==> config.mk <==
export PLATFORM = sky130hd
export DESIGN_NAME = chroni_vram_arbiter_flat
export DESIGN_NICKNAME = d
export VERILOG_FILES = /design/src/rtl/chroni_vram_arbiter_if.sv /design/src/rtl/chroni_vram_arbiter.sv /design/src/flat_wrapper.sv
export SDC_FILE = /design/constraint.sdc
export NUM_CORES = 1
export LEC_CHECK = 0
export CAP_MARGIN = 25
export CORE_MARGIN = 2
export CORE_UTILIZATION = 47
export DETAILED_ROUTE_END_ITERATION = 7
export GPL_ROUTABILITY_DRIVEN = 0
export GPL_TIMING_DRIVEN = 1
export MAX_ROUTING_LAYER = met4
export PLACE_DENSITY = 0.86
export SLEW_MARGIN = 30
export SYNTH_ARGS = -nofsm -noshare
export SYNTH_HDL_FRONTEND = slang
export SYNTH_SLANG_ARGS = --single-unit
==> constraint.sdc <==
create_clock -name vga_clk -period 5.3 [get_ports vga_clk]
set_input_delay 1.59 -clock vga_clk [delete_from_list [all_inputs] [get_ports vga_clk]]
set_output_delay 1.59 -clock vga_clk [all_outputs]
set_load 0.005 [all_outputs]
==> src/rtl/chroni_vram_arbiter_if.sv <==
// chroni_vram_arbiter_if
//   Bundles the signals around chroni's shared VRAM read port. The requester
//   side carries three request channels and the shared completion signals. The
//   memory side carries the single VRAM read port.
//
//   Handshake: a requester raises req[i] and holds req, address and page stable
//   until it samples ack[i] high. It drops req[i] on that same clock edge. The
//   arbiter raises mem_rd_req as a level and holds it until the clock edge that
//   samples mem_rd_ack, or until the timeout expires. mem_data is valid only in
//   the cycle where mem_rd_ack is high. ack is a one-cycle, one-hot pulse.
//   rd_data and ack_err are valid only while ack != 0.
//
//   Modports:
//     slave  - the arbiter's view (requests and memory responses are inputs)
//     master - the environment's view (requesters plus the memory device)
interface chroni_vram_arbiter_if #(
  parameter int ADDR_W = 13,
  parameter int PAGE_W = 8,
  parameter int DATA_W = 8
);
  // requester side
  logic [2:0]          req;
  logic [3*ADDR_W-1:0] req_addr;
  logic [3*PAGE_W-1:0] req_page;
  logic [2:0]          ack;
  logic                ack_err;
  logic [DATA_W-1:0]   rd_data;
  logic [2:0]          grant;
  // memory side
  logic [ADDR_W-1:0]   mem_addr;
  logic [PAGE_W-1:0]   mem_page;
  logic                mem_rd_req;
  logic                mem_rd_ack;
  logic [DATA_W-1:0]   mem_data;

  modport slave (
    input  req, req_addr, req_page, mem_rd_ack, mem_data,
    output ack, ack_err, rd_data, grant, mem_addr, mem_page, mem_rd_req
  );

  modport master (
    output req, req_addr, req_page, mem_rd_ack, mem_data,
    input  ack, ack_err, rd_data, grant, mem_addr, mem_page, mem_rd_req
  );
endinterface

==> src/rtl/chroni_vram_arbiter.sv <==
// chroni_vram_arbiter
//   Shares chroni's single VRAM read port between three requesters:
//     port 0 = display fetch (text/font), port 1 = sprite fetch,
//     port 2 = CPU read-back.
//   Port 0 has strict priority. A starvation guard hands one slot to port 1 or
//   port 2 after STARVE_LIMIT consecutive port-0 grants made while either of
//   them was waiting. Ports 1 and 2 alternate round-robin. A memory timeout
//   completes a read with ack_err=1 when mem_rd_ack never arrives. Because of
//   this, a lost ack cannot stall display fetch.
//
// Ports
//   vga_clk    in   clock, rising edge
//   reset_n    in   synchronous, active-low reset
//   bus        slave modport of chroni_vram_arbiter_if:
//                req/req_addr/req_page in, ack/ack_err/rd_data/grant out,
//                mem_addr/mem_page/mem_rd_req out, mem_rd_ack/mem_data in
//   state_dbg  out  current FSM state (0 IDLE, 1 BUSY, 2 ACK)
//
// Sequence: IDLE -> BUSY -> ACK -> IDLE. mem_rd_req always drops for at least
// one cycle between two reads.
module chroni_vram_arbiter #(
  parameter int ADDR_W       = 13,
  parameter int PAGE_W       = 8,
  parameter int DATA_W       = 8,
  parameter int TIMEOUT      = 255,
  parameter int STARVE_LIMIT = 4
) (
  input  logic                  vga_clk,
  input  logic                  reset_n,
  chroni_vram_arbiter_if.slave  bus,
  output logic [1:0]            state_dbg
);

  localparam int              SC_W       = $clog2(STARVE_LIMIT + 1);
  localparam logic [SC_W-1:0] STARVE_MAX = SC_W'(STARVE_LIMIT);
  localparam logic [15:0]     TO_LAST    = 16'(TIMEOUT - 1);

  typedef enum logic [1:0] {
    ST_IDLE = 2'd0,
    ST_BUSY = 2'd1,
    ST_ACK  = 2'd2
  } state_t;

  state_t            state_q, state_d;
  logic [2:0]        grant_q, grant_d;
  logic [2:0]        ack_q, ack_d;
  logic              ack_err_q, ack_err_d;
  logic [DATA_W-1:0] rd_data_q, rd_data_d;
  logic [ADDR_W-1:0] mem_addr_q, mem_addr_d;
  logic [PAGE_W-1:0] mem_page_q, mem_page_d;
  logic              mem_rd_req_q, mem_rd_req_d;
  // rr_q: 0 = port 1 wins the next 1-vs-2 tie, 1 = port 2 wins it
  logic              rr_q, rr_d;
  logic [SC_W-1:0]   starve_q, starve_d;
  logic [15:0]       to_q, to_d;

  logic              pend12;
  logic [2:0]        rr_pick;
  logic [2:0]        win;
  logic [ADDR_W-1:0] win_addr;
  logic [PAGE_W-1:0] win_page;

  // Winner selection. This block is purely combinational on the current
  // requests. It only takes effect when the FSM sits in IDLE.
  always_comb begin
    pend12  = bus.req[1] | bus.req[2];
    rr_pick = 3'b000;
    if (bus.req[1] && bus.req[2]) begin
      rr_pick = rr_q ? 3'b100 : 3'b010;
    end else if (bus.req[1]) begin
      rr_pick = 3'b010;
    end else if (bus.req[2]) begin
      rr_pick = 3'b100;
    end

    // The starvation guard overrides port-0 priority only when someone on
    // port 1 or port 2 is actually waiting.
    if (starve_q == STARVE_MAX && pend12) begin
      win = rr_pick;
    end else if (bus.req[0]) begin
      win = 3'b001;
    end else begin
      win = rr_pick;
    end
  end

  // Address/page mux for the chosen port.
  always_comb begin
    win_addr = bus.req_addr[0 +: ADDR_W];
    win_page = bus.req_page[0 +: PAGE_W];
    if (win[1]) begin
      win_addr = bus.req_addr[ADDR_W +: ADDR_W];
      win_page = bus.req_page[PAGE_W +: PAGE_W];
    end else if (win[2]) begin
      win_addr = bus.req_addr[2*ADDR_W +: ADDR_W];
      win_page = bus.req_page[2*PAGE_W +: PAGE_W];
    end
  end

  // Next-state and next-output logic. Every output is registered. For that
  // reason this block computes the value each register takes at the next edge.
  always_comb begin
    state_d      = state_q;
    grant_d      = grant_q;
    ack_d        = 3'b000;
    ack_err_d    = 1'b0;
    rd_data_d    = rd_data_q;
    mem_addr_d   = mem_addr_q;
    mem_page_d   = mem_page_q;
    mem_rd_req_d = mem_rd_req_q;
    rr_d         = rr_q;
    starve_d     = starve_q;
    to_d         = to_q;

    case (state_q)
      ST_IDLE: begin
        if (bus.req != 3'b000) begin
          grant_d      = win;
          mem_addr_d   = win_addr;
          mem_page_d   = win_page;
          mem_rd_req_d = 1'b1;
          to_d         = 16'd0;
          state_d      = ST_BUSY;
          if (win[0]) begin
            // Count only the port-0 grants that made another port wait.
            if (!pend12) begin
              starve_d = '0;
            end else if (starve_q != STARVE_MAX) begin
              starve_d = starve_q + SC_W'(1);
            end
          end else begin
            starve_d = '0;
            // After serving port 1, port 2 wins the next tie, and vice versa.
            rr_d     = win[1];
          end
        end
      end

      ST_BUSY: begin
        // A real ack wins over a timeout expiring in the same cycle.
        if (bus.mem_rd_ack) begin
          rd_data_d    = bus.mem_data;
          ack_d        = grant_q;
          mem_rd_req_d = 1'b0;
          state_d      = ST_ACK;
        end else if (to_q == TO_LAST) begin
          rd_data_d    = '0;
          ack_d        = grant_q;
          ack_err_d    = 1'b1;
          mem_rd_req_d = 1'b0;
          state_d      = ST_ACK;
        end else begin
          to_d = to_q + 16'd1;
        end
      end

      ST_ACK: begin
        // grant is held through the ACK cycle so that it lines up with ack.
        grant_d = 3'b000;
        state_d = ST_IDLE;
      end

      default: begin
        grant_d      = 3'b000;
        mem_rd_req_d = 1'b0;
        state_d      = ST_IDLE;
      end
    endcase
  end

  // A reset in BUSY drops the read without an ack. mem_rd_ack is ignored
  // outside BUSY, so a late ack from the aborted read has no effect.
  always_ff @(posedge vga_clk) begin
    if (!reset_n) begin
      state_q      <= ST_IDLE;
      grant_q      <= 3'b000;
      ack_q        <= 3'b000;
      ack_err_q    <= 1'b0;
      rd_data_q    <= '0;
      mem_addr_q   <= '0;
      mem_page_q   <= '0;
      mem_rd_req_q <= 1'b0;
      rr_q         <= 1'b0;
      starve_q     <= '0;
      to_q         <= 16'd0;
    end else begin
      state_q      <= state_d;
      grant_q      <= grant_d;
      ack_q        <= ack_d;
      ack_err_q    <= ack_err_d;
      rd_data_q    <= rd_data_d;
      mem_addr_q   <= mem_addr_d;
      mem_page_q   <= mem_page_d;
      mem_rd_req_q <= mem_rd_req_d;
      rr_q         <= rr_d;
      starve_q     <= starve_d;
      to_q         <= to_d;
    end
  end

  assign bus.grant      = grant_q;
  assign bus.ack        = ack_q;
  assign bus.ack_err    = ack_err_q;
  assign bus.rd_data    = rd_data_q;
  assign bus.mem_addr   = mem_addr_q;
  assign bus.mem_page   = mem_page_q;
  assign bus.mem_rd_req = mem_rd_req_q;
  assign state_dbg      = state_q;

endmodule

==> src/flat_wrapper.sv <==
// flat-port wrapper written by rule: the top's interface ports become plain ports
module chroni_vram_arbiter_flat 
#(
  parameter int ADDR_W       = 13,
  parameter int PAGE_W       = 8,
  parameter int DATA_W       = 8,
  parameter int TIMEOUT      = 255,
  parameter int STARVE_LIMIT = 4
)
  (vga_clk, reset_n, state_dbg, bus_req, bus_req_addr, bus_req_page, bus_mem_rd_ack, bus_mem_data, bus_ack, bus_ack_err, bus_rd_data, bus_grant, bus_mem_addr, bus_mem_page, bus_mem_rd_req);
  chroni_vram_arbiter_if #(.ADDR_W(ADDR_W), .PAGE_W(PAGE_W), .DATA_W(DATA_W)) bus_i ();
  input  logic vga_clk;
  input  logic reset_n;
  output logic [1:0] state_dbg;
  input wire logic [$bits(bus_i.req)-1:0] bus_req;
  input wire logic [$bits(bus_i.req_addr)-1:0] bus_req_addr;
  input wire logic [$bits(bus_i.req_page)-1:0] bus_req_page;
  input wire logic [$bits(bus_i.mem_rd_ack)-1:0] bus_mem_rd_ack;
  input wire logic [$bits(bus_i.mem_data)-1:0] bus_mem_data;
  output wire logic [$bits(bus_i.ack)-1:0] bus_ack;
  output wire logic [$bits(bus_i.ack_err)-1:0] bus_ack_err;
  output wire logic [$bits(bus_i.rd_data)-1:0] bus_rd_data;
  output wire logic [$bits(bus_i.grant)-1:0] bus_grant;
  output wire logic [$bits(bus_i.mem_addr)-1:0] bus_mem_addr;
  output wire logic [$bits(bus_i.mem_page)-1:0] bus_mem_page;
  output wire logic [$bits(bus_i.mem_rd_req)-1:0] bus_mem_rd_req;
  assign bus_i.req = bus_req;
  assign bus_i.req_addr = bus_req_addr;
  assign bus_i.req_page = bus_req_page;
  assign bus_i.mem_rd_ack = bus_mem_rd_ack;
  assign bus_i.mem_data = bus_mem_data;
  assign bus_ack = bus_i.ack;
  assign bus_ack_err = bus_i.ack_err;
  assign bus_rd_data = bus_i.rd_data;
  assign bus_grant = bus_i.grant;
  assign bus_mem_addr = bus_i.mem_addr;
  assign bus_mem_page = bus_i.mem_page;
  assign bus_mem_rd_req = bus_i.mem_rd_req;
  chroni_vram_arbiter #(.ADDR_W(ADDR_W), .PAGE_W(PAGE_W), .DATA_W(DATA_W), .TIMEOUT(TIMEOUT), .STARVE_LIMIT(STARVE_LIMIT)) u_core (.vga_clk(vga_clk), .reset_n(reset_n), .bus(bus_i), .state_dbg(state_dbg));
endmodule
Word-level counts from Yosys, hierarchy flattened
Index checks and enable logic that the tools add are counted.
{"block": "totals", "input_bits": 77, "out_inout_bits": 39, "reg_bits": 59}
{"block": "classes", "add_sub_neg": 2, "eq_ne": 10, "reduce_logical": 16, "bitwise": 5, "muxes": 32}
{"operator": "16-bit two-way mux", "n": 3}
{"operator": "3-bit two-way mux", "n": 12}
{"operator": "8-bit two-way mux", "n": 4}
{"operator": "16-bit one-hot mux with 2 select lines", "n": 1}
{"operator": "13-bit two-way mux", "n": 2}
{"operator": "16-bit by 1-bit adder with 16-bit output, second input constant", "n": 1}
{"operator": "16-bit by 8-bit == test with 1-bit output, second input constant", "n": 1}
{"operator": "2-bit AND reduction", "n": 5}
{"operator": "3-bit AND reduction", "n": 3}
{"operator": "2-bit two-way mux", "n": 3}
{"operator": "3-bit inequality test, second input constant", "n": 2}
{"operator": "3-bit one-hot mux with 2 select lines", "n": 1}
{"operator": "1-bit two-way mux", "n": 4}
{"operator": "2-bit inequality test, second input constant", "n": 2}
{"operator": "1-bit inverter", "n": 4}
{"operator": "2-bit one-hot mux with 2 select lines", "n": 1}
{"operator": "4-bit AND reduction", "n": 1}
{"operator": "2-bit nonzero test", "n": 2}
{"operator": "3-bit by 1-bit adder with 3-bit output, second input constant", "n": 1}
{"operator": "3-bit == test, second input constant", "n": 1}
{"operator": "3-bit by 2-bit inequality test with 1-bit output, second input constant", "n": 1}
{"operator": "1-bit one-hot mux with 3 select lines", "n": 1}
{"operator": "3-bit nonzero test", "n": 1}
{"operator": "3-bit OR reduction", "n": 1}
{"operator": "other kinds (6)", "n": 7}

Logic depth before layout (Yosys ltp)
Gate-level depths: netlist of run 1.
{"block": "logic_depth", "depth_word": 7, "mapped_depth": 7}

Worst setup path before layout of run 1
OpenSTA, ideal clock, no wires.
{"block": "synth_timing", "kind": "in2reg", "startpoint": "input port bus_req[2]", "endpoint": "register u_core.mem_addr_q[0], in the netlist u_core.bus.mem_addr[0]", "cell_stages": 6, "arrival_ns": 2.875, "setup_slack_ns": 2.350, "path_buffers": 2, "t_required_ns": 5.226, "path_cell_list": "clkbuf_1 -> or3_1 -> a21oi_1 -> clkbuf_1 -> nand2_1 -> o21ai_0"}
{"block": "synth_via", "elab_chain_len": 7}
{"element": "start, declared", "line_no": "flat_wrapper.sv:15", "source": "input wire logic [$bits(bus_i.req)-1:0] bus_req;"}
{"element": "3-bit two-way mux", "line_no": "chroni_vram_arbiter.sv:72", "source": "end else if (bus.req[2]) begin"}
{"element": "3-bit two-way mux", "line_no": "chroni_vram_arbiter.sv:70", "source": "end else if (bus.req[1]) begin"}
{"element": "3-bit two-way mux", "line_no": "chroni_vram_arbiter.sv:68", "source": "if (bus.req[1] && bus.req[2]) begin"}
{"element": "3-bit two-way mux", "line_no": "chroni_vram_arbiter.sv:80", "source": "end else if (bus.req[0]) begin"}
{"element": "3-bit two-way mux", "line_no": "chroni_vram_arbiter.sv:78", "source": "if (starve_q == STARVE_MAX && pend12) begin"}
{"element": "13-bit two-way mux", "line_no": "chroni_vram_arbiter.sv:94", "source": "end else if (win[2]) begin"}
{"element": "13-bit two-way mux", "line_no": "chroni_vram_arbiter.sv:91", "source": "if (win[1]) begin"}
{"element": "end signal, assigned", "line_no": "chroni_vram_arbiter.sv:192", "source": "mem_addr_q <= mem_addr_d;"}
{"element": "end, declared", "line_no": "chroni_vram_arbiter.sv:49", "source": "logic [ADDR_W-1:0] mem_addr_q, mem_addr_d;"}
Several ways; a longest one is shown, not always the timed one.
A chain may end at the register's enable or synchronous reset.

Worst setup path after layout of run 1
{"block": "layout_timing", "startpoint": "input port bus_req[1]", "endpoint": "register u_core.mem_addr_q[8], in the netlist u_core.bus.mem_addr[8]"}
{"block": "layout_via", "elab_chain_len": 6}
{"element": "3-bit two-way mux / 1-bit logical AND (equally long branches)", "line_no": "chroni_vram_arbiter.sv:70, chroni_vram_arbiter.sv:68"}
{"element": "3-bit two-way mux", "line_no": "chroni_vram_arbiter.sv:68"}
{"element": "3-bit two-way mux", "line_no": "chroni_vram_arbiter.sv:80"}
{"element": "3-bit two-way mux", "line_no": "chroni_vram_arbiter.sv:78"}
{"element": "13-bit two-way mux", "line_no": "chroni_vram_arbiter.sv:94"}
{"element": "13-bit two-way mux", "line_no": "chroni_vram_arbiter.sv:91"}
Several ways; a longest one is shown, not always the timed one.

==> impl_metrics.yaml, run 1 <==
outcome:
  outcome: "finished, final reports clean"
layout:
  seq_area_um2: 1180
  final_cell_mix: "clkdlybuf4s50_1 (115), dfxtp_1 (59), o21ai_0 (50), nand2_1 (31), inv_1 (30)"
  multiInputGateArea_um2: 1540
  fin_util_pct: 72.2
  final_common_cell: "clkdlybuf4s50_1"
  drive_gt1_share_pct: 6.01
  syn_to_final_growth_pct: 48.1
  antennaDiodeCount: 0
  finalNetCount: 542
  fillers: 485
sta:
  min_period_ns: 3.68
  fin_setup_tns_ns: 0
  max_freq_mhz: 272
  relSlewSlack_pct: 42.5
  fin_crit_sh_pct: 69.4
  finalSetupViolCount: 0
  worst_clock_skew_ns: 0.00892
  hold_viol: 0
  rsz0062_at_grt: "false"
  tightest_slew_ns: 0.862
  finalMaxSlewViolations: 0
floorplanning:
  io_pins: 116
  start_util_pct: 48.7
  die_x_um: 82.6
  rows: 28
  dieArea_um2: 6820
  core_area_um2: 5960
  die_h_um: 82.6
grt:
  grt_pass1_wl_um: 13900
  grt_max_degree: 27
  grt_antenna_before_repair: 0
  grt_pass1_vias: 3034
  track_usage_pct: 27.7
  grt_overflow: 0
setup_path:
  endpoint_kind: "flop"
  crit_arrival_ns: 3.94
  setup.worst_path.class: "in -> reg"
  rrSetupSlack_ns: 2.91
  crit_required_ns: 5.56
  critPathMaxFanout: 22
  cp-start-kind: "input pin"
synthesis:
  syn_inst: 354
  synth_ff_type: "dfxtp_1"
  yosys_warnings: 0
  synth-async-reset-ratio_pct: 0
  ys_seq_area_share_pct: 40.7
  syn_area_um2: 2900
  synth_cell_types: 45
  avgSynthCellArea_um2: 8.20
  syn_nets: 435
  synth_edf_count: 0
  synth-seq-cells: 59
drt:
  dr.pass1.iters: 4
  routedWlPerCell_um: 16.6
  ant_nets: 0
  vias_per_cell: 5.82
  route.detailed.drc: 0
  vias: 3151
  drt-total-wl_um: 8980
  drt_iter0_markers: 228
clock_network:
  ctsResizeCount: 0
  numCtsBuffers: 9
  cts_tree: "yes"
  cts.clk_slew.worst_paths_ns: 0.07
  postCtsHoldBufs: 0
  clock_latency_ns: 0.34
  clockBufferDepth: 2
  cts.root.buffer_cell: "clkbuf_8"
  cts.htree.levels: 3
  postCtsSetupBuffers: 0
  clock_sinks: 59
power:
  p_leak_uw: 0.00153
  power_density_nw_per_um2: 259
  peakVddDrop_uv: 233
place:
  dp_hpwl_um: 6300
  port_buffers: 115
worst_hold_path:
  hp-class: "reg -> reg"
run:
  cap_violations: 0
state kept, by name, summed over array words and instances, names as in the netlist:
| register | count |
|---|---|
| u_core.bus.mem_page | 8 |
| u_core.bus.mem_addr | 13 |
| u_core.bus.grant | 3 |
| u_core.rr_q | 1 |
| u_core.bus.ack | 3 |
| u_core.bus.ack_err | 1 |
| u_core.starve_q | 3 |
| u_core.bus.mem_rd_req | 1 |
| u_core.state_dbg | 2 |
| u_core.to_q | 16 |
| u_core.bus.rd_data | 8 |
power breakdown:
part	internal, uW	switching, uW	leakage [uW]
clock	217	186	0.0000885
sequential	471	17.7	0.000482
combinational	125	97.2	0.000960
final timing paths:
kind	startpoint	to	depth (start not counted)
setup reg to reg	u_core.starve_q[0]$_SDFFE_PN0P_	u_core.bus.mem_page[7]$_SDFFE_PN0P_	6
setup / recovery	bus_req[1]	u_core.bus.mem_addr[8]$_SDFFE_PN0P_	5
hold / removal	u_core.bus.mem_page[5]$_SDFFE_PN0P_	u_core.bus.mem_page[5]$_SDFFE_PN0P_	2
hold reg to reg	u_core.bus.mem_page[5]$_SDFFE_PN0P_	u_core.bus.mem_page[5]$_SDFFE_PN0P_	2
layer usage:
metal / share of wire (%) / routed length [um] / up-vias / track usage (%)
met5: 0 / 0 / - / -
met3: 7.1 / 637 / 17 / 10.0
li1: - / - / 1524 / -
met1: 39 / 3520 / 1499 / 29.3
met4: 1.9 / 167 / 0 / 8.69
met2: 52 / 4660 / 111 / 48.5
through the flow:
step                hold WS, ns  instances  total power [uW]  setup WS [ns]  cell area, um2
finish                    0.451        541              1110           1.62            4300
global route              0.478        541              1160           1.51            4300
CTS                       0.456        541              1120           1.65            4300
detailed placement        0.443        525               717           1.30            4100
global placement          0.435        525               711           1.45            4090
floorplan                 0.443        354               583           2.35            2900
logic make-up (layout without fill, tap and decap cells):
family / Yosys count / in the layout / share of synthesized area (%)
compound gates: 137 / 137 / 30.6
xor+xnor: 1 / 1 / 0.302
fa+ha+maj: 4 / 4 / 1.72
flops: 59 / 59 / 40.7
simple gates: 98 / 98 / 18.8
buf+inv: 52 / 164 / 6.81
mux: 3 / 3 / 1.03
area by class of cell:
cell class | count | share of cell area [%]
clock buffers | 10 | 2.97
clock inverters | 6 | 1.54
inverters | 30 | 2.62
multi-input cells | 243 | 35.9
flip-flops and latches | 59 | 27.5
well taps | 75 | 2.18
repair buffers | 118 | 27.3
cell usage after synthesis, types with 2 or more instances:
cell,count,area [um2]
nor3_1,6,30.0
or4_1,7,52.6
dfxtp_1,59,1180
nand2_1,31,116
nand2b_1,5,31.3
a21oi_1,16,80.1
nand4_1,4,25.0
mux2i_1,3,30.0
nor2_1,10,37.5
a211oi_1,21,158
clkbuf_1,20,75.1
ha_1,4,50.1
and2_1,3,18.8
and4_1,3,26.3
or3_1,5,31.3
a22o_1,8,70.1
nand3_1,9,45.0
o211ai_1,2,15.0
o21a_1,3,22.5
and3_1,3,18.8
inv_1,30,113
o31ai_1,6,45.0
nor4_1,2,12.5
o21ai_0,50,250
nand4b_1,3,26.3
buf_2,2,10.0
a31oi_1,21,131
critical path, cell delays in order:
cell and delay, ns:
clkdlybuf4s50_1 0.48, nand2b_1 0.63, and3_1 0.83, a211oi_1 0.18, o21ai_0 0.22
No activity file was read; power rests on OpenSTA's default activity.
==> run 2, diff against run 1 <==
--- a/config.mk
+++ b/config.mk
@@ -7,12 +7,12 @@
 export LEC_CHECK = 0
 export CAP_MARGIN = 25
 export CORE_MARGIN = 2
-export CORE_UTILIZATION = 47
+export CORE_UTILIZATION = 43
 export DETAILED_ROUTE_END_ITERATION = 7
 export GPL_ROUTABILITY_DRIVEN = 0
 export GPL_TIMING_DRIVEN = 1
 export MAX_ROUTING_LAYER = met4
-export PLACE_DENSITY = 0.86
+export PLACE_DENSITY = 0.8
 export SLEW_MARGIN = 30
 export SYNTH_ARGS = -nofsm -noshare
 export SYNTH_HDL_FRONTEND = slang
==> constraint.sdc (replaced) <==
create_clock -name vga_clk -period 3.83 [get_ports vga_clk]
set_input_delay 1.149 -clock vga_clk [delete_from_list [all_inputs] [get_ports vga_clk]]
set_output_delay 1.149 -clock vga_clk [all_outputs]
set_load 0.005 [all_outputs]
==> run 2 against run 1 <==
  * The run now ends with design-rule violations left
  * Via count grew 0.22%
  * First-iteration DRC count decreased by 31%
  * Non-clock buffer count increased by 4
  * Total power up 42%
  * Sequential power increased by 39%
  * Largest power group unchanged
  * Design area grew 1.0%
  * Critical path depth stayed put
  * Combinational power grew 39%
  * Final cell count increased by 1.1%
  * Die area is 8.8% higher
  * Global-route usage fell by 3.0 points
  * Highest routed layer unchanged
==> impl_metrics.yaml, run 2 (synthesis gave the netlist of run 1 again) <==
outcome:
  outcome: "complete, but fails checks"
  failed_checks: "design-rule violations"
worst_hold_path:
  hp-start: "u_core.bus.mem_addr[0]$_SDFFE_PN0P_"
  holdPathEnd: "u_core.bus.mem_addr[0]$_SDFFE_PN0P_"
  hp-class: "reg -> reg"
  worstHoldPathCells: 2
drt:
  vias: 3158
  route.detailed.drc: 1
  vias_per_cell: 5.77
  drt-total-wl_um: 8700
  drt_iter0_markers: 157
  dr.pass1.iters: 7
  ant_nets: 0
  routedWlPerCell_um: 15.9
place:
  place_ws_ns: 0.431
  dp_hpwl_um: 6440
  port_buffers: 115
layout:
  multiInputGateArea_um2: 1540
  largest_reg_flops: 16
  top_register: "u_core.to_q"
  fillers: 508
  final_common_cell: "clkdlybuf4s50_1"
  drive_gt1_share_pct: 7.02
  final_cell_mix: "clkdlybuf4s50_1 (115), dfxtp_1 (59), o21ai_0 (50), nand2_1 (31), inv_1 (30)"
  syn_to_final_growth_pct: 49.6
  antennaDiodeCount: 0
  finalNetCount: 546
  seq_area_um2: 1180
setup_path:
  path_buf_inv: 1
  cp_slowest_cell: "and3_1"
  rr_endpoint: "u_core.bus.mem_addr[4]$_SDFFE_PN0P_"
  crit_arrival_ns: 3.31
  crit_start: "bus_req[0]"
  rrSetupSlack_ns: 1.50
  r2r_start: "u_core.starve_q[0]$_SDFFE_PN0P_"
  endpoint_kind: "flop"
  critPathTopFamily: "compound AO/OA/AOI/OAI gates"
  critical-path-max-stage-delay_ns: 0.79
  critPathMaxFanout: 24
  path_cells: "clkdlybuf4s50_1, a21bo_2, and3_1, a211oi_1, o21ai_0"
  crit_required_ns: 4.09
  setup.worst_path.class: "in -> reg"
  cp-start-kind: "input pin"
  reg2reg_depth: 6
floorplanning:
  io_pins: 116
  rows: 29
  die_h_um: 86.1
  start_util_pct: 45.2
  die_x_um: 86.1
  dieArea_um2: 7420
  core_area_um2: 6420
sta:
  worst_clock_skew_ns: 0.00662
  finalSetupViolCount: 0
  rsz0062_at_grt: "false"
  hold_slack_ns: 0.465
  tightest_slew_ns: 0.829
  finalMaxSlewViolations: 0
  hold_viol: 0
  relSlewSlack_pct: 44.8
  max_freq_mhz: 327
  min_period_ns: 3.06
  fin_setup_tns_ns: 0
  fin_crit_sh_pct: 79.8
  worst_slack_ns: 0.772
grt:
  grt_pass1_wl_um: 14200
  grt_max_degree: 25
  grt_antenna_before_repair: 0
  track_usage_pct: 24.7
  grt_pass1_vias: 3124
  grt_overflow: 0
clock_network:
  numCtsBuffers: 9
  cts_tree: "yes"
  clockBufferDepth: 2
  cts.htree.levels: 3
  postCtsHoldBufs: 0
  clock_latency_ns: 0.34
  ctsResizeCount: 0
  cts.root.buffer_cell: "clkbuf_8"
  clock_sinks: 59
  postCtsSetupBuffers: 0
  cts.clk_slew.worst_paths_ns: 0.07
run:
  cap_violations: 0
power:
  p_leak_uw: 0.00157
  power_density_nw_per_um2: 365
  peakVddDrop_uv: 187
[run 2: where the power goes]
group          switching [uW]  internal (uW)
combinational             132            176
sequential               26.9            652
clock                     248            351
total                     406           1180
[run 2: layer usage]
| layer | routed length [um] | up-vias | track usage (%) | share of wire (%) |
|---|---|---|---|---|
| li1 | - | 1531 | - | - |
| met1 | 3590 | 1476 | 28.1 | 41 |
| met2 | 4340 | 136 | 40.7 | 50 |
| met3 | 650 | 15 | 7.70 | 7.5 |
| met4 | 124 | 0 | 9.24 | 1.4 |
| met5 | 0 | - | - | 0 |
[run 2: worst min-delay path: stages (launching register included)]
cell	delay, ns
dfxtp_1	0.33
nand2_1	0.04
o21ai_0	0.06
[run 2: area by class of cell]
cell class | instances | share of cell area (%)
clock inverter | 4 | 1.10
multi-input combinational | 243 | 35.4
clock buffer | 12 | 3.80
inverter | 30 | 2.59
tap | 77 | 2.22
sequential | 59 | 27.2
timing repair buffer | 122 | 27.7
[run 2: per-stage QoR]
| stage | cell area [um2] | power, uW | util (%) | cells |
|---|---|---|---|---|
| after floorplan | 2900 | 806 | - | 354 |
| final | 4340 | 1590 | 67.6 | 547 |
| after detailed placement | 4130 | 999 | 64.3 | 531 |
| after global routing | 4340 | 1650 | 67.6 | 547 |
| after CTS | 4340 | 1590 | 67.6 | 547 |
| after global placement | 4120 | 991 | 64.2 | 531 |
[run 2: worst max path at each step]
stage	to	slack (ns)	cells after the start
after global placement	u_core.bus.mem_addr[5]$_SDFFE_PN0P_	0.57	5
final	u_core.bus.mem_addr[4]$_SDFFE_PN0P_	0.77	5
after CTS	u_core.bus.mem_addr[4]$_SDFFE_PN0P_	0.80	5
after global routing	u_core.bus.mem_addr[4]$_SDFFE_PN0P_	0.65	5
after floorplan	u_core.bus.mem_addr[0]$_SDFFE_PN0P_	1.32	6
after detailed placement	u_core.bus.mem_addr[4]$_SDFFE_PN0P_	0.43	5
==> run 3, diff against run 2 <==
--- a/config.mk
+++ b/config.mk
@@ -7,12 +7,12 @@
 export LEC_CHECK = 0
 export CAP_MARGIN = 25
 export CORE_MARGIN = 2
-export CORE_UTILIZATION = 43
+export CORE_UTILIZATION = 39
 export DETAILED_ROUTE_END_ITERATION = 7
 export GPL_ROUTABILITY_DRIVEN = 0
 export GPL_TIMING_DRIVEN = 1
 export MAX_ROUTING_LAYER = met4
-export PLACE_DENSITY = 0.8
+export PLACE_DENSITY = 0.76
 export SLEW_MARGIN = 30
 export SYNTH_ARGS = -nofsm -noshare
 export SYNTH_HDL_FRONTEND = slang
==> constraint.sdc (replaced) <==
create_clock -name vga_clk -period 2.59 [get_ports vga_clk]
set_input_delay 0.777 -clock vga_clk [delete_from_list [all_inputs] [get_ports vga_clk]]
set_output_delay 0.777 -clock vga_clk [all_outputs]
set_load 0.005 [all_outputs]
==> run 3 against run 2 <==
  * Final cell count is 6.0% higher
  * Largest cell class unchanged
  * The run now ends clean
  * Global-route usage is 3.3 points lower
  * Sequential share of layout area is 0.81 points lower
  * Register-to-register slack worse by 1.1 ns
  * Sequential power is 47% higher
  * Wire length is 1.8% lower
  * Non-clock buffer count is 11 higher
==> impl_metrics.yaml, run 3 (synthesis gave the netlist of run 1 again) <==
clock_network:
  postCtsHoldBufs: 0
  numCtsBuffers: 9
  clockBufferDepth: 2
  cts_tree: "yes"
  clock_sinks: 59
  ctsResizeCount: 0
  postCtsSetupBuffers: 0
  clock_latency_ns: 0.34
  cts.htree.levels: 3
  cts.clk_slew.worst_paths_ns: 0.07
  cts.root.buffer_cell: "clkbuf_8"
power:
  peakVddDrop_uv: 242
  clock_power_share_pct: 38.0
  share_comb_of_total_power_pct: 19.9
  p_switching_uw: 596
  seqPwrFrac_pct: 42.1
  p_sw_share_pct: 25.1
  power_density_nw_per_um2: 531
  internal_power_uw: 1780
  p_leak_uw: 0.00163
sta:
  rsz0062_at_grt: "false"
  relSlewSlack_pct: 44.6
  fin_setup_tns_ns: 0
  finalSetupViolCount: 0
  max_freq_mhz: 433
  min_period_ns: 2.31
  tightest_slew_ns: 0.831
  worst_clock_skew_ns: 0.0115
  hold_viol: 0
  finalMaxSlewViolations: 0
  fin_crit_sh_pct: 89.3
grt:
  grt_antenna_before_repair: 0
  grt_pass1_vias: 3103
  track_usage_pct: 21.4
  grt_max_degree: 26
  grt_pass1_wl_um: 13800
  grt_overflow: 0
setup_path:
  cp-start-kind: "input pin"
  setup.worst_path.class: "in -> reg"
  rrSetupSlack_ns: 0.42
  crit_arrival_ns: 2.53
  r2r_start: "u_core.to_q[1]$_SDFFE_PN0P_"
  critical-path-max-stage-delay_ns: 0.47
  crit_required_ns: 2.81
  endpoint_kind: "flop"
  critPathMaxFanout: 25
  critPathTopFamily: "buffers and inverters"
  reg2reg_depth: 5
  path_buf_inv: 2
  path_cells: "clkdlybuf4s50_1, buf_4, nand2_1, and3_1, a211oi_1, o21ai_0"
  rr_endpoint: "u_core.bus.rd_data[7]$_SDFFE_PN0P_"
  cp_slowest_cell: "clkdlybuf4s50_1"
floorplanning:
  rows: 31
  die_x_um: 90.3
  io_pins: 116
  dieArea_um2: 8150
  start_util_pct: 40.2
  core_area_um2: 7210
  die_h_um: 90.3
worst_hold_path:
  worstHoldPathCells: 2
  hp-start: "u_core.bus.mem_page[0]$_SDFFE_PN0P_"
  hp-class: "reg -> reg"
  holdPathEnd: "u_core.bus.mem_page[0]$_SDFFE_PN0P_"
layout:
  top_register: "u_core.to_q"
  finalNetCount: 557
  syn_to_final_growth_pct: 54.2
  final_cell_mix: "clkdlybuf4s50_1 (115), dfxtp_1 (59), o21ai_0 (50), nand2_1 (31), inv_1 (30)"
  final_common_cell: "clkdlybuf4s50_1"
  largest_reg_flops: 16
  antennaDiodeCount: 0
  final-instance-count-excl-fill: 580
  drive_gt1_share_pct: 8.94
  fillers: 641
place:
  dp_cells: 564
  port_buffers: 115
  dp_hpwl_um: 6380
drt:
  dr.pass1.iters: 4
  drt_iter0_markers: 88
  vias: 3138
  ant_nets: 0
  drt-total-wl_um: 8550
  routedWlPerCell_um: 14.7
  vias_per_cell: 5.41
  route.detailed.drc: 0
outcome:
  outcome: "finished, final reports clean"
run:
  cap_violations: 0
-- run 3: cell count changes in the layout (fill, tap and decap cells not counted) --
cell,before,now
buf_4,7,16
clkbuf_8,12,9
buf_12,0,2
clkbuf_1,0,2
bufinv_16,1,2
nor3_1,6,5
nor3_4,0,1
nor4_2,0,1
nor4_4,1,0
-- run 3: power by group through the flow --
stage                     registers, uW  logic (uW)  clock network (uW)
after floorplan                    1020         174                   0
after global placement             1020         465                   0
after detailed placement           1020         474                   0
after CTS                          1000         476                 911
after global routing               1010         517                 956
final                              1000         473                 902
-- run 3: worst register-to-register path: cells and delay by family (launching register included) --
kind            cells  cell delay, ns
compound gates      3            1.00
simple gates        1            0.50
flops               1            0.40
fa+ha+maj           1            0.17
-- run 3: final cells by class --
cell class	instances	area [um2]	area share, %
clock buffers	11	131	2.94
clock inverters	5	77.6	1.73
inverters	30	113	2.52
multi-input cells	243	1540	34.4
flip-flops and latches	59	1180	26.4
well taps	99	124	2.77
repair buffers	133	1310	29.3
-- run 3: stage by stage --
step | setup slack (ns) | area (um2) | total power, uW | hold slack (ns) | utilization, %
floorplan | 0.453 | 2900 | 1190 | 0.443 | -
global placement | -0.132 | 4260 | 1480 | 0.434 | 59.1
detailed placement | -0.0917 | 4270 | 1490 | 0.441 | 59.1
CTS | 0.268 | 4480 | 2390 | 0.457 | 62.0
global route | 0.138 | 4480 | 2480 | 0.491 | 62.0
finish | 0.278 | 4480 | 2380 | 0.453 | 62.0
-- run 3: worst max path at each step --
stage | start | to | slack, ns | cells after the start
floorplan | bus_req[2] | u_core.bus.mem_addr[0]$_SDFFE_PN0P_ | 0.45 | 6
global route | bus_req[2] | u_core.bus.mem_page[0]$_SDFFE_PN0P_ | 0.14 | 6
CTS | bus_req[2] | u_core.bus.mem_addr[8]$_SDFFE_PN0P_ | 0.27 | 6
detailed placement | bus_req[2] | u_core.bus.mem_addr[1]$_SDFFE_PN0P_ | -0.09 | 6
finish | bus_req[2] | u_core.bus.mem_addr[1]$_SDFFE_PN0P_ | 0.28 | 6
global placement | reset_n | u_core.bus.mem_addr[1]$_SDFFE_PN0P_ | -0.13 | 5
-- run 3: per-layer routing --
layer	vias to the layer above	GRT usage, %	part of all wire [%]
li1	1548	-	-
met1	1457	23.5	41
met2	115	35.7	48
met3	18	7.51	8.4
met4	0	8.21	2.1
met5	-	-	0
